$ cat src/rtl/light_dispatch.sv
// light_dispatch
// ----------------------------------------------------------------------------
// Dispatches one triangle at a time to an external lighting stage and queues
// the lit results for a downstream consumer.
//
// Flow: a triangle is accepted in IDLE and latched into hold registers. In
// ISSUE a one-cycle lt_en pulse starts the lighting stage. WAIT then waits
// for lt_valid. A lit result ({held triangle, shaded colour}) is pushed into
// a first-word-fall-through result queue. An unlit result is dropped. If no
// answer arrives within WAIT_LIMIT cycles, the triangle is abandoned and the
// sticky timeout_err flag is set.
//
// Handshake rule (in_* and out_*): a transfer happens on a rising clk edge
// where valid and ready are both 1. The producer may not withdraw data while
// its valid is high and ready is low. ready never depends combinationally on
// valid.
//
// Parameters
//   FIFO_DEPTH  result-queue entries (power of two, 2..16)
//   WAIT_LIMIT  cycles spent in WAIT before the in-flight triangle is aborted
//
// Ports
//   clk, rst_n                    clock, asynchronous active-low reset
//   in_valid/in_ready             upstream triangle handshake
//   in_triangle[143:0]            three fp16 xyz vertices, v0 in [143:96]
//   in_rgb[23:0]                  base colour {r,g,b}
//   lt_en                         one-cycle start pulse to the lighting stage
//   lt_triangle, lt_rgb           held triangle/colour for the lighting stage
//   lt_valid, lt_illuminated,
//   lt_shaded_rgb                 lighting-stage result (used only in WAIT)
//   out_valid/out_ready           downstream queue-head handshake
//   out_triangle, out_rgb         queue head
//   timeout_err                   sticky, set on every WAIT abort
//   cull_count[15:0]              saturating count of unlit results; present
//                                 only when LIGHT_DISPATCH_STATS_EN is defined
//   dbg_state[1:0]                current FSM state (0 IDLE, 1 ISSUE, 2 WAIT)
//
// Optional feature macro: LIGHT_DISPATCH_STATS_EN
// ----------------------------------------------------------------------------
module light_dispatch #(
    parameter int FIFO_DEPTH = 4,
    parameter int WAIT_LIMIT = 64
) (
    input  logic         clk,
    input  logic         rst_n,
    input  logic         in_valid,
    output logic         in_ready,
    input  logic [143:0] in_triangle,
    input  logic [23:0]  in_rgb,
    output logic         lt_en,
    output logic [143:0] lt_triangle,
    output logic [23:0]  lt_rgb,
    input  logic         lt_valid,
    input  logic         lt_illuminated,
    input  logic [23:0]  lt_shaded_rgb,
    output logic         out_valid,
    input  logic         out_ready,
    output logic [143:0] out_triangle,
    output logic [23:0]  out_rgb,
    output logic         timeout_err,
`ifdef LIGHT_DISPATCH_STATS_EN
    output logic [15:0]  cull_count,
`endif
    output logic [1:0]   dbg_state
);

    localparam int PTR_W   = (FIFO_DEPTH > 1) ? $clog2(FIFO_DEPTH) : 1;
    localparam int CNT_W   = $clog2(FIFO_DEPTH + 1);
    localparam int WCNT_W  = (WAIT_LIMIT > 1) ? $clog2(WAIT_LIMIT) : 1;
    localparam int ENTRY_W = 168;

    localparam logic [CNT_W-1:0]  DEPTH_C   = CNT_W'(FIFO_DEPTH);
    localparam logic [WCNT_W-1:0] WAIT_LAST = WCNT_W'(WAIT_LIMIT - 1);

    typedef enum logic [1:0] {
        S_IDLE  = 2'd0,
        S_ISSUE = 2'd1,
        S_WAIT  = 2'd2
    } state_t;

    state_t              state;
    logic [143:0]        hold_tri;
    logic [23:0]         hold_rgb;
    logic [WCNT_W-1:0]   wait_cnt;

    logic [ENTRY_W-1:0]  mem [FIFO_DEPTH];
    logic [PTR_W-1:0]    wr_ptr;
    logic [PTR_W-1:0]    rd_ptr;
    logic [CNT_W-1:0]    count;
    logic [CNT_W-1:0]    count_next;

    logic                accept;
    logic                push;
    logic                pop;
    logic                room_next;

    always_comb begin
        // in_ready is only ever high in IDLE, so no state term is needed.
        accept     = in_valid && in_ready;
        // The full check is redundant (in_ready reserves a slot for the
        // in-flight triangle) but keeps the queue safe on its own.
        push       = (state == S_WAIT) && lt_valid && lt_illuminated && (count != DEPTH_C);
        pop        = out_valid && out_ready;
        count_next = count;
        if (push && !pop) begin
            count_next = count + CNT_W'(1);
        end else if (pop && !push) begin
            count_next = count - CNT_W'(1);
        end
        // in_ready is registered, so it is computed from the occupancy the
        // queue will have after this edge.
        room_next  = (count_next < DEPTH_C);
    end

    // Dispatch FSM with registered outputs.
    always_ff @(posedge clk or negedge rst_n) begin
        if (!rst_n) begin
            state       <= S_IDLE;
            hold_tri    <= '0;
            hold_rgb    <= '0;
            wait_cnt    <= '0;
            lt_en       <= 1'b0;
            in_ready    <= 1'b0;
            timeout_err <= 1'b0;
        end else begin
            case (state)
                S_IDLE: begin
                    if (accept) begin
                        hold_tri <= in_triangle;
                        hold_rgb <= in_rgb;
                        lt_en    <= 1'b1;
                        in_ready <= 1'b0;
                        state    <= S_ISSUE;
                    end else begin
                        in_ready <= room_next;
                    end
                end
                S_ISSUE: begin
                    lt_en    <= 1'b0;
                    wait_cnt <= '0;
                    state    <= S_WAIT;
                end
                S_WAIT: begin
                    // A result on the last allowed cycle still wins over abort.
                    if (lt_valid) begin
                        in_ready <= room_next;
                        state    <= S_IDLE;
                    end else if (wait_cnt == WAIT_LAST) begin
                        timeout_err <= 1'b1;
                        in_ready    <= room_next;
                        state       <= S_IDLE;
                    end else begin
                        wait_cnt <= wait_cnt + WCNT_W'(1);
                    end
                end
                default: begin
                    lt_en    <= 1'b0;
                    in_ready <= 1'b0;
                    state    <= S_IDLE;
                end
            endcase
        end
    end

    // Result queue: first-word-fall-through, pointers wrap modulo FIFO_DEPTH.
    always_ff @(posedge clk or negedge rst_n) begin
        if (!rst_n) begin
            for (int i = 0; i < FIFO_DEPTH; i++) begin
                mem[i] <= '0;
            end
            wr_ptr <= '0;
            rd_ptr <= '0;
            count  <= '0;
        end else begin
            if (push) begin
                mem[wr_ptr] <= {hold_tri, lt_shaded_rgb};
                wr_ptr      <= wr_ptr + PTR_W'(1);
            end
            if (pop) begin
                rd_ptr <= rd_ptr + PTR_W'(1);
            end
            count <= count_next;
        end
    end

`ifdef LIGHT_DISPATCH_STATS_EN
    always_ff @(posedge clk or negedge rst_n) begin
        if (!rst_n) begin
            cull_count <= 16'd0;
        end else if ((state == S_WAIT) && lt_valid && !lt_illuminated &&
                     (cull_count != 16'hFFFF)) begin
            cull_count <= cull_count + 16'd1;
        end
    end
`endif

    assign out_valid               = (count != '0);
    assign {out_triangle, out_rgb} = mem[rd_ptr];
    assign lt_triangle             = hold_tri;
    assign lt_rgb                  = hold_rgb;
    assign dbg_state               = state;

endmodule
$ cat config.mk
export PLATFORM = sky130hd
export DESIGN_NAME = light_dispatch
export DESIGN_NICKNAME = d
export VERILOG_FILES = /design/src/rtl/light_dispatch.sv
export SDC_FILE = /design/constraint.sdc
export NUM_CORES = 1
export LEC_CHECK = 0
export CELL_PAD_IN_SITES_DETAIL_PLACEMENT = 1
export CELL_PAD_IN_SITES_GLOBAL_PLACEMENT = 1
export CORE_MARGIN = 4
export CORE_UTILIZATION = 49
export CTS_CLUSTER_DIAMETER = 120
export DETAILED_ROUTE_END_ITERATION = 6
export GPL_ROUTABILITY_DRIVEN = 0
export PLACE_DENSITY_LB_ADDON = 0.05
export SYNTH_ARGS = -nofsm -noshare
export SYNTH_HDL_FRONTEND = slang
export SYNTH_SLANG_ARGS = --single-unit
export TNS_END_PERCENT = 30
$ cat constraint.sdc
create_clock -name clk -period 6.3 [get_ports clk]
set_input_delay 1.26 -clock clk [delete_from_list [all_inputs] [get_ports clk]]
set_output_delay 1.26 -clock clk [all_outputs]
set_load 0.01 [all_outputs]
==> results.ini, run 1 <==
[pwr]
leakage_nw=20.8
power.density_nw_per_um2=550
vdd_drop_max_mv=0.328

[yosys]
ys_async_sr_fraction_pct=100
synth_top_cell_area_share_pct=59.9
netlist_area_um2=35900
synth.area.top_cells=dfrtp_1, mux2_2, mux4_2, mux2_1, buf_2
yosysSeqAreaShare_pct=59.9
ys_ff_latch=858
yosysTopAreaCell=dfrtp_1
syn_inst=2074
syn_nets=2282
avgSynthCellArea_um2=17.3
yosysWarningCount=0
synth_ff_type=dfrtp_1
synth_edf_count=0
synth_cell_types=34

[sta]
setup_tns_ns=0
hold_viol=0
slew_viol_final=0
rsz0062_at_grt=no
min_period_over_period_pct=72.8
slew_headroom_pct=28.4
worst_pin_slew_ns=1.07
finalSetupViolCount=0
fin_crit_ns=4.59
skew_ns=0.0226
max_freq_mhz=218

[clock_tree]
cts_tree=done
hold_buffers=0
clock-sinks=858
clkTransAtPathRegs_ns=0.06
clock_path_buffers=3
clock_latency_ns=0.63
ctsResizeCount=0
post_cts_buffers=0
cts_buffers=90
h-tree-depth=3
clockRootBuffer=clkbuf_16

[setup_path]
regToRegSetupSlack_ns=3.33
worst-setup-path-type=reg -> out
worstPathCellList=buf_4, mux4_2, clkdlybuf4s50_1
crit_end=out_triangle[126]
cp-end-kind=primary output
path_buf_inv=2
reg2regPathDepth=6
r2r-start=dbg_state[0]$_DFFE_PN0P_
critPathMaxStageDelay_ns=0.99
cp-start-kind=register
crit_path_start=rd_ptr[0]$_DFFE_PN0P_
cp_top_family=buffers and inverters
worstPathRequired_ns=5.04
crit_slowest_cell=dfrtp_4
cp.arrival_ns=3.33
path_max_fanout=38
cp.depth=3
reg2reg_to=mem[11]$_DFFE_PN0P_

[global_route]
grt.overflow.total=0
antenna_found_initial=6
grt_pass1_vias=23800
groute.usage.overall_pct=23.9
grt_pass1_wl_um=145000
grt_start_max_net_pins=151

[routing]
drtPass1Iterations=4
drt-initial-drc-count=918
viasPerCell=5.61
postRouteAntennaNets=0
post_drt_wl_per_cell_um=25.3
via_count=20400
drc_errors=0
drt_wl_total_um=91900

[finish]
area_growth_pct=26.7
fin_nets=2814
layout_commonest_cell=dfrtp_1
final_core_util_pct=63.1
layout_common_cells=dfrtp_1, mux2_2, clkdlybuf4s50_1
layout-drive-gt1-share_pct=40.7

[floorplan]
start_util_pct=49.8
ioPinCount=540
die-area_um2=77600
fp.dieH_um=278
core.rowCount=98
core_um2=72000
die_width_um=278

[hold_path]
min_from=timeout_err$_DFFE_PN0P_
min_path_type=reg -> reg

[placed_design]
portBuffers=539
dp_hpwl_um=59200

[outcome]
status=finished clean

[flow_run]
maxCapViolCount=0

-- worst reg2reg max path, cell delays in order (launching register included) --
cell and delay [ns]:
dfrtp_1 0.53, nand4b_4 0.25, a21oi_4 0.38, nand2_4 0.55, buf_4 0.47, buf_12 0.23, mux2_2 0.42
-- final cells by class --
class	instances	area [um^2]
Antenna cell	1	2.50
Clock buffer	131	2700
Clock inverter	31	444
Fill cell	6285	26500
Inverter	10	37.5
Multi-Input combinational cell	1076	13800
Sequential cell	858	21500
Tap cell	950	1190
Timing Repair Buffer	570	5810
-- stage by stage --
| step | worst slack, ns | hold slack [ns] | cell area (um^2) | power, mW | instances |
|---|---|---|---|---|---|
| after floorplan | 3.40 | 0.459 | 35900 | 14.5 | 2074 |
| after global placement | 2.15 | 0.468 | 42300 | 19.0 | 3464 |
| after detailed placement | 2.15 | 0.461 | 42300 | 19.6 | 3464 |
| after CTS | 1.58 | 0.487 | 45400 | 25.3 | 3626 |
| after global routing | 1.47 | 0.496 | 45400 | 26.3 | 3626 |
| final | 1.71 | 0.481 | 45400 | 25.0 | 3627 |
-- worst min path at each step --
stage,endpoint,slack [ns],depth (start not counted)
3_3_place_gp,mem[73]$_DFFE_PN0P_,0.47,1
6_report,timeout_err$_DFFE_PN0P_,0.48,1
4_1_cts,timeout_err$_DFFE_PN0P_,0.49,1
3_5_place_dp,timeout_err$_DFFE_PN0P_,0.46,1
5_1_grt,mem[54]$_DFFE_PN0P_,0.50,1
2_1_floorplan,mem[229]$_DFFE_PN0P_,0.46,1
-- state kept, by name, summed over array words and instances (netlist names) --
name / cells
in_ready: 1
wait_cnt: 6
lt_triangle: 144
count: 3
lt_rgb: 24
wr_ptr: 2
rd_ptr: 2
lt_en: 1
mem: 672
dbg_state: 2
timeout_err: 1
-- cells by family after synthesis --
| kind of cell | synth area share [%] |
|---|---|
| AO/OA/AOI/OAI | 0.366 |
| multiplexers | 36.9 |
| adder cells (fa/ha/maj) | 0.349 |
| XOR/XNOR | 0.147 |
| AND/OR/NAND/NOR | 0.506 |
| buffers and inverters | 1.80 |
| flip-flops | 59.9 |
-- where the power goes --
part	internal (mW)	total, mW	switching, mW	leakage (nW)
clock	3.41	5.58	2.16	1.56
sequential	8.04	10.2	2.14	11.2
combinational	5.69	9.20	3.51	8.10
total	17.1	25.0	7.82	20.8
-- metal layers --
metal	vias to the layer above	track usage (%)	share of wire, %
met5	-	0	0.052
met4	8	6.04	2.2
met3	131	5.59	5.4
met2	400	42.6	53
met1	11000	29.5	39
li1	8772	-	-
-- cells in the mapped netlist, drive strengths merged, types with 2 or more instances --
master  number
nor3b        2
dfrtp      858
mux2       840
buf        106
nor2         8
o21ai        6
mux4       168
ha          10
a21oi        2
nand2b       2
inv         10
nand3        3
nand2       13
nand4        2
xnor2        6
clkbuf      24
No activity file was read; power rests on OpenSTA's default activity.
==> run 2, diff against run 1 <==
Settings changed: CORE_UTILIZATION 49 to 41.
Clock period 6.3 ns to 3.7 ns, I/O delays scaled along.
==> results.ini, run 2 (synthesis gave the netlist of run 1 again) <==
[clock_tree]
clock_path_buffers=3  ; unchanged
cts_buffers=95  ; +5.6%
clock-sinks=858  ; unchanged
post_cts_buffers=0  ; unchanged
clock_latency_ns=0.64  ; about the same
clkTransAtPathRegs_ns=0.06  ; about the same
hold_buffers=0  ; unchanged
ctsResizeCount=0  ; unchanged
cts_tree=done
clockRootBuffer=clkbuf_16
h-tree-depth=3  ; unchanged

[placed_design]
post-place-ws_ns=0.603  ; -1.54 ns
dp_hpwl_um=60100  ; +1.4%
portBuffers=539  ; unchanged

[sta]
max_freq_mhz=286
skew_ns=0.0252  ; +0.00259 ns
min_period_over_period_pct=94.4
hold_viol=0  ; unchanged
slew_headroom_pct=33.0  ; +4.6 points
setup_slack_ns=0.209  ; -1.50 ns
setup_tns_ns=0  ; unchanged
slew_viol_final=0  ; unchanged
rsz0062_at_grt=no
fin_crit_ns=3.49
finalSetupViolCount=0  ; unchanged
worst_pin_slew_ns=1.01  ; -0.0691 ns

[pwr]
power.density_nw_per_um2=922  ; +68%
vdd_drop_max_mv=0.554  ; +69%
leakage_nw=21.0  ; +0.85%

[floorplan]
core_um2=86800  ; +21%
core.rowCount=108  ; +10%
ioPinCount=540  ; unchanged
start_util_pct=41.3  ; -8.5 points
die-area_um2=92200  ; +19%
fp.dieH_um=304  ; +9.1%
die_width_um=304  ; +9.1%

[finish]
layout_common_cells=dfrtp_1, mux2_2, clkdlybuf4s50_1
regMostFlops=mem
area_growth_pct=28.4
layout-drive-gt1-share_pct=40.9  ; +0.18 points
layout_commonest_cell=dfrtp_1
fin_nets=2837  ; +0.82%
largest_register_ffs=672  ; unchanged

[routing]
postRouteAntennaNets=0  ; unchanged
via_count=20300  ; -0.20%
post_drt_wl_per_cell_um=24.1  ; -5.0%
drc_errors=0  ; unchanged
drt-initial-drc-count=771  ; -16%
viasPerCell=5.26  ; -6.3%
drt_wl_total_um=93000  ; +1.2%
drtPass1Iterations=4  ; unchanged

[setup_path]
path_max_fanout=52  ; +37%
cp.arrival_ns=2.75  ; -0.58 ns
worst-setup-path-type=reg -> out
cp-start-kind=register
cp-end-kind=primary output
worstPathRequired_ns=2.96  ; -2.08 ns

[outcome]
status=finished clean

[global_route]
grt_pass1_vias=23700  ; -0.56%
grt_start_max_net_pins=110  ; -27%
groute.usage.overall_pct=20.3  ; -3.6 points
grt_pass1_wl_um=146000  ; +1.1%
antenna_found_initial=3  ; -3
grt.overflow.total=0  ; unchanged

[flow_run]
maxCapViolCount=0  ; unchanged

[hold_path]
min_path_type=in -> async

run 2: cell types whose count changed in the layout (fill, tap and decap cells not counted), moves of 2 or more:
cell       previous run  this run
buf_12               14        28
clkbuf_1             15        28
bufinv_16            11         3
clkbuf_8             23        29
clkbuf_16            93        98
clkinv_2             16        11
buf_4                17        21
inv_16                0         2
run 2: power breakdown:
group / total [mW] / internal, mW / switching (mW)
registers: 17.0 / 13.7 / 3.32
logic: 15.9 / 9.75 / 6.17
clock network: 9.49 / 5.67 / 3.82
run 2: worst paths after layout:
check                                 startpoint                          to  slack, ns  cells past startpoint
max in group asynchronous                  rst_n  lt_triangle[5]$_DFFE_PN0P_       2.32                      3
min                                        rst_n        mem[659]$_DFFE_PN0P_       0.04                      1
min reg2reg                 mem[583]$_DFFE_PN0P_        mem[583]$_DFFE_PN0P_       0.48                      1
min in group clk            mem[583]$_DFFE_PN0P_        mem[583]$_DFFE_PN0P_       0.48                      1
max reg2reg                 count[0]$_DFFE_PN0P_        mem[269]$_DFFE_PN0P_       1.34                      6
max                        rd_ptr[1]$_DFFE_PN0P_            out_triangle[54]       0.21                      3
run 2: cell type report:
cell class,count,area [um^2]
Timing Repair Buffer,588,6120
Clock buffer,155,2960
Multi-Input combinational cell,1076,13800
Sequential cell,858,21500
Fill cell,7994,40700
Tap cell,1155,1450
Antenna cell,1,2.50
Inverter,10,37.5
Clock inverter,19,233
run 2: critical path: stages, from the launching register on:
cell             delay, ns
dfrtp_4               0.72
buf_12                0.38
mux4_2                0.37
clkdlybuf4s50_1       0.59
run 2: metrics by stage:
| stage | hold slack, ns | instance area (um^2) | std cells | util, % | power, mW |
|---|---|---|---|---|---|
| 6_report | 0.0439 | 46000 | 3862 | 53.1 | 42.4 |
| 5_1_grt | 0.0417 | 46000 | 3861 | 53.1 | 45.0 |
| 4_1_cts | 0.0248 | 46000 | 3861 | 53.1 | 43.3 |
| 3_5_place_dp | 0.477 | 42800 | 3687 | 49.4 | 33.5 |
| 3_3_place_gp | 0.468 | 42800 | 3687 | 49.4 | 32.6 |
| 2_1_floorplan | 0.444 | 35900 | 2074 | - | 24.8 |
run 2: per-layer routing:
layer	GRT usage (%)	share of wire [%]	vias up	wire, um
met2	36.0	52	384	48600
met4	4.71	2.1	4	1910
met3	4.96	5.4	119	5050
met1	25.1	40	11000	37400
li1	-	-	8840	-
met5	0	0.025	-	23
==> run 3, diff against run 2 <==
Settings changed: CELL_PAD_IN_SITES_DETAIL_PLACEMENT 1 to 0.
==> results.ini, run 3 (synthesis gave the netlist of run 1 again) <==
[outcome]
status=finished clean

[floorplan]
die_width_um=304  ; unchanged
die-area_um2=92200  ; unchanged
core_um2=86800  ; unchanged
core.rowCount=108  ; unchanged
ioPinCount=540  ; unchanged
start_util_pct=41.3  ; unchanged
fp.dieH_um=304  ; unchanged

[routing]
drt_wl_total_um=88900  ; -4.4%
drc_errors=0  ; unchanged
drt-initial-drc-count=659  ; -15%
postRouteAntennaNets=0  ; unchanged
drtPass1Iterations=4  ; unchanged
via_count=20300  ; -0.32%
viasPerCell=5.24  ; -0.35%
post_drt_wl_per_cell_um=23.0  ; -4.4%

[setup_path]
regToRegSetupSlack_ns=1.34  ; about the same
cp.arrival_ns=2.74  ; about the same
critPathMaxStageDelay_ns=0.58  ; -0.14 ns
reg2reg_to=mem[202]$_DFFE_PN0P_
reg2regPathDepth=6  ; unchanged
cp-start-kind=register
worstPathCellList=buf_12, mux4_2, clkdlybuf4s50_1
worstPathRequired_ns=2.96  ; about the same
crit_end=out_triangle[20]
crit_path_start=rd_ptr[0]$_DFFE_PN0P_
worst-setup-path-type=reg -> out
crit_slowest_cell=mux4_2
path_max_fanout=57  ; +9.6%
cp-end-kind=primary output
r2r-start=count[0]$_DFFE_PN0P_

[pwr]
power.density_nw_per_um2=921  ; -0.11%
p_total_mw=42.5  ; +0.18%
leakage_nw=21.1  ; +0.34%
vdd_drop_max_mv=0.501  ; -9.6%

[global_route]
grt_start_max_net_pins=110  ; unchanged
groute.usage.overall_pct=19.3  ; -0.95 points
grt.overflow.total=0  ; unchanged
grt_pass1_vias=23100  ; -2.4%
antenna_found_initial=1  ; -2
grt_pass1_wl_um=140000  ; -4.5%

[finish]
layout-drive-gt1-share_pct=41.3  ; +0.45 points
largest_register_ffs=672  ; unchanged
layout_commonest_cell=dfrtp_1
fin_nets=2837  ; unchanged
fillers=7096  ; -11%
n_antenna_cell=0  ; -1
area_growth_pct=28.8
multi_input_area_um2=13800  ; unchanged
layout_common_cells=dfrtp_1, mux2_2, clkdlybuf4s50_1
regMostFlops=mem
seqCellArea_um2=21500  ; unchanged

[placed_design]
post-place-ws_ns=0.605  ; +0.00271 ns
dp_hpwl_um=57100  ; -4.9%
portBuffers=539  ; unchanged

[sta]
setup_slack_ns=0.217  ; +0.00855 ns
max_freq_mhz=287  ; +0.25%
slew_viol_final=0  ; unchanged
setup_tns_ns=0  ; unchanged
finalSetupViolCount=0  ; unchanged
skew_ns=0.0197  ; -0.00547 ns
fin_hold_ws_ns=0.0327  ; -0.0112 ns
min_period_over_period_pct=94.1  ; -0.23 points
slew_headroom_pct=32.0  ; -1.0 points
rsz0062_at_grt=no
hold_viol=0  ; unchanged
worst_pin_slew_ns=1.02  ; +0.0155 ns
fin_crit_ns=3.48  ; -0.00855 ns

[clock_tree]
cts_tree=done
clock_path_buffers=3  ; unchanged
clkTransAtPathRegs_ns=0.06  ; about the same
cts_buffers=95  ; unchanged
clockRootBuffer=clkbuf_16
ctsResizeCount=0  ; unchanged
h-tree-depth=3  ; unchanged
clock_latency_ns=0.64  ; about the same
clock-sinks=858  ; unchanged
post_cts_buffers=0  ; unchanged
hold_buffers=0  ; unchanged

[flow_run]
maxCapViolCount=0  ; unchanged

[hold_path]
min_path_type=in -> async

-- run 3: cell count changes in the layout (fill, tap and decap cells not counted), sizes merged --
cell / before / now
bufinv: 3 / 9
clkinv: 13 / 24
clkinvlp: 0 / 2
inv: 13 / 11
clkbuf: 155 / 140
diode: 1 / 0
-- run 3: final cells by class --
cell class,count,share of cell area [%]
clock buffer,140,6.17
clock inverter,36,1.03
sequential,858,46.5
timing repair buffer,588,13.3
multi-input combinational,1076,29.8
tap,1155,3.13
inverter,10,0.0813
-- run 3: stage by stage --
stage / instances / cell area [um^2] / utilization, %
finish: 3863 / 46200 / 53.2
global placement: 3687 / 42800 / 49.4
detailed placement: 3687 / 42800 / 49.4
CTS: 3863 / 46200 / 53.2
floorplan: 2074 / 35900 / -
global route: 3863 / 46200 / 53.2
-- run 3: worst min-delay path by stage --
stage | cells after the start | endpoint | startpoint | slack (ns)
floorplan | 0 | count[0]$_DFFE_PN0P_ | rst_n | 0.44
global placement | 1 | mem[326]$_DFFE_PN0P_ | mem[326]$_DFFE_PN0P_ | 0.47
detailed placement | 1 | timeout_err$_DFFE_PN0P_ | timeout_err$_DFFE_PN0P_ | 0.46
CTS | 1 | lt_triangle[132]$_DFFE_PN0P_ | rst_n | 0.03
global route | 1 | lt_triangle[132]$_DFFE_PN0P_ | rst_n | 0.05
finish | 1 | lt_triangle[132]$_DFFE_PN0P_ | rst_n | 0.03
-- run 3: per-layer routing --
metal	wire, um	vias to the layer above	track usage, %
met2	45000	415	33.2
li1	-	8844	-
met4	2560	0	5.78
met3	4720	140	4.81
met5	0	-	0
met1	36700	10900	24.3
-- run 3: power breakdown --
group | switching, mW | total, mW | leakage [nW] | internal [mW]
Clock | 3.81 | 9.78 | 1.64 | 5.97
Combinational | 6.05 | 15.8 | 8.26 | 9.75
Sequential | 3.23 | 16.9 | 11.2 | 13.7
-- run 3: worst max-delay path: cells and delay by family, from the launching register on --
kind | cells | cell delay, ns
buf+inv | 2 | 1.02
flops | 1 | 0.49
mux | 1 | 0.58
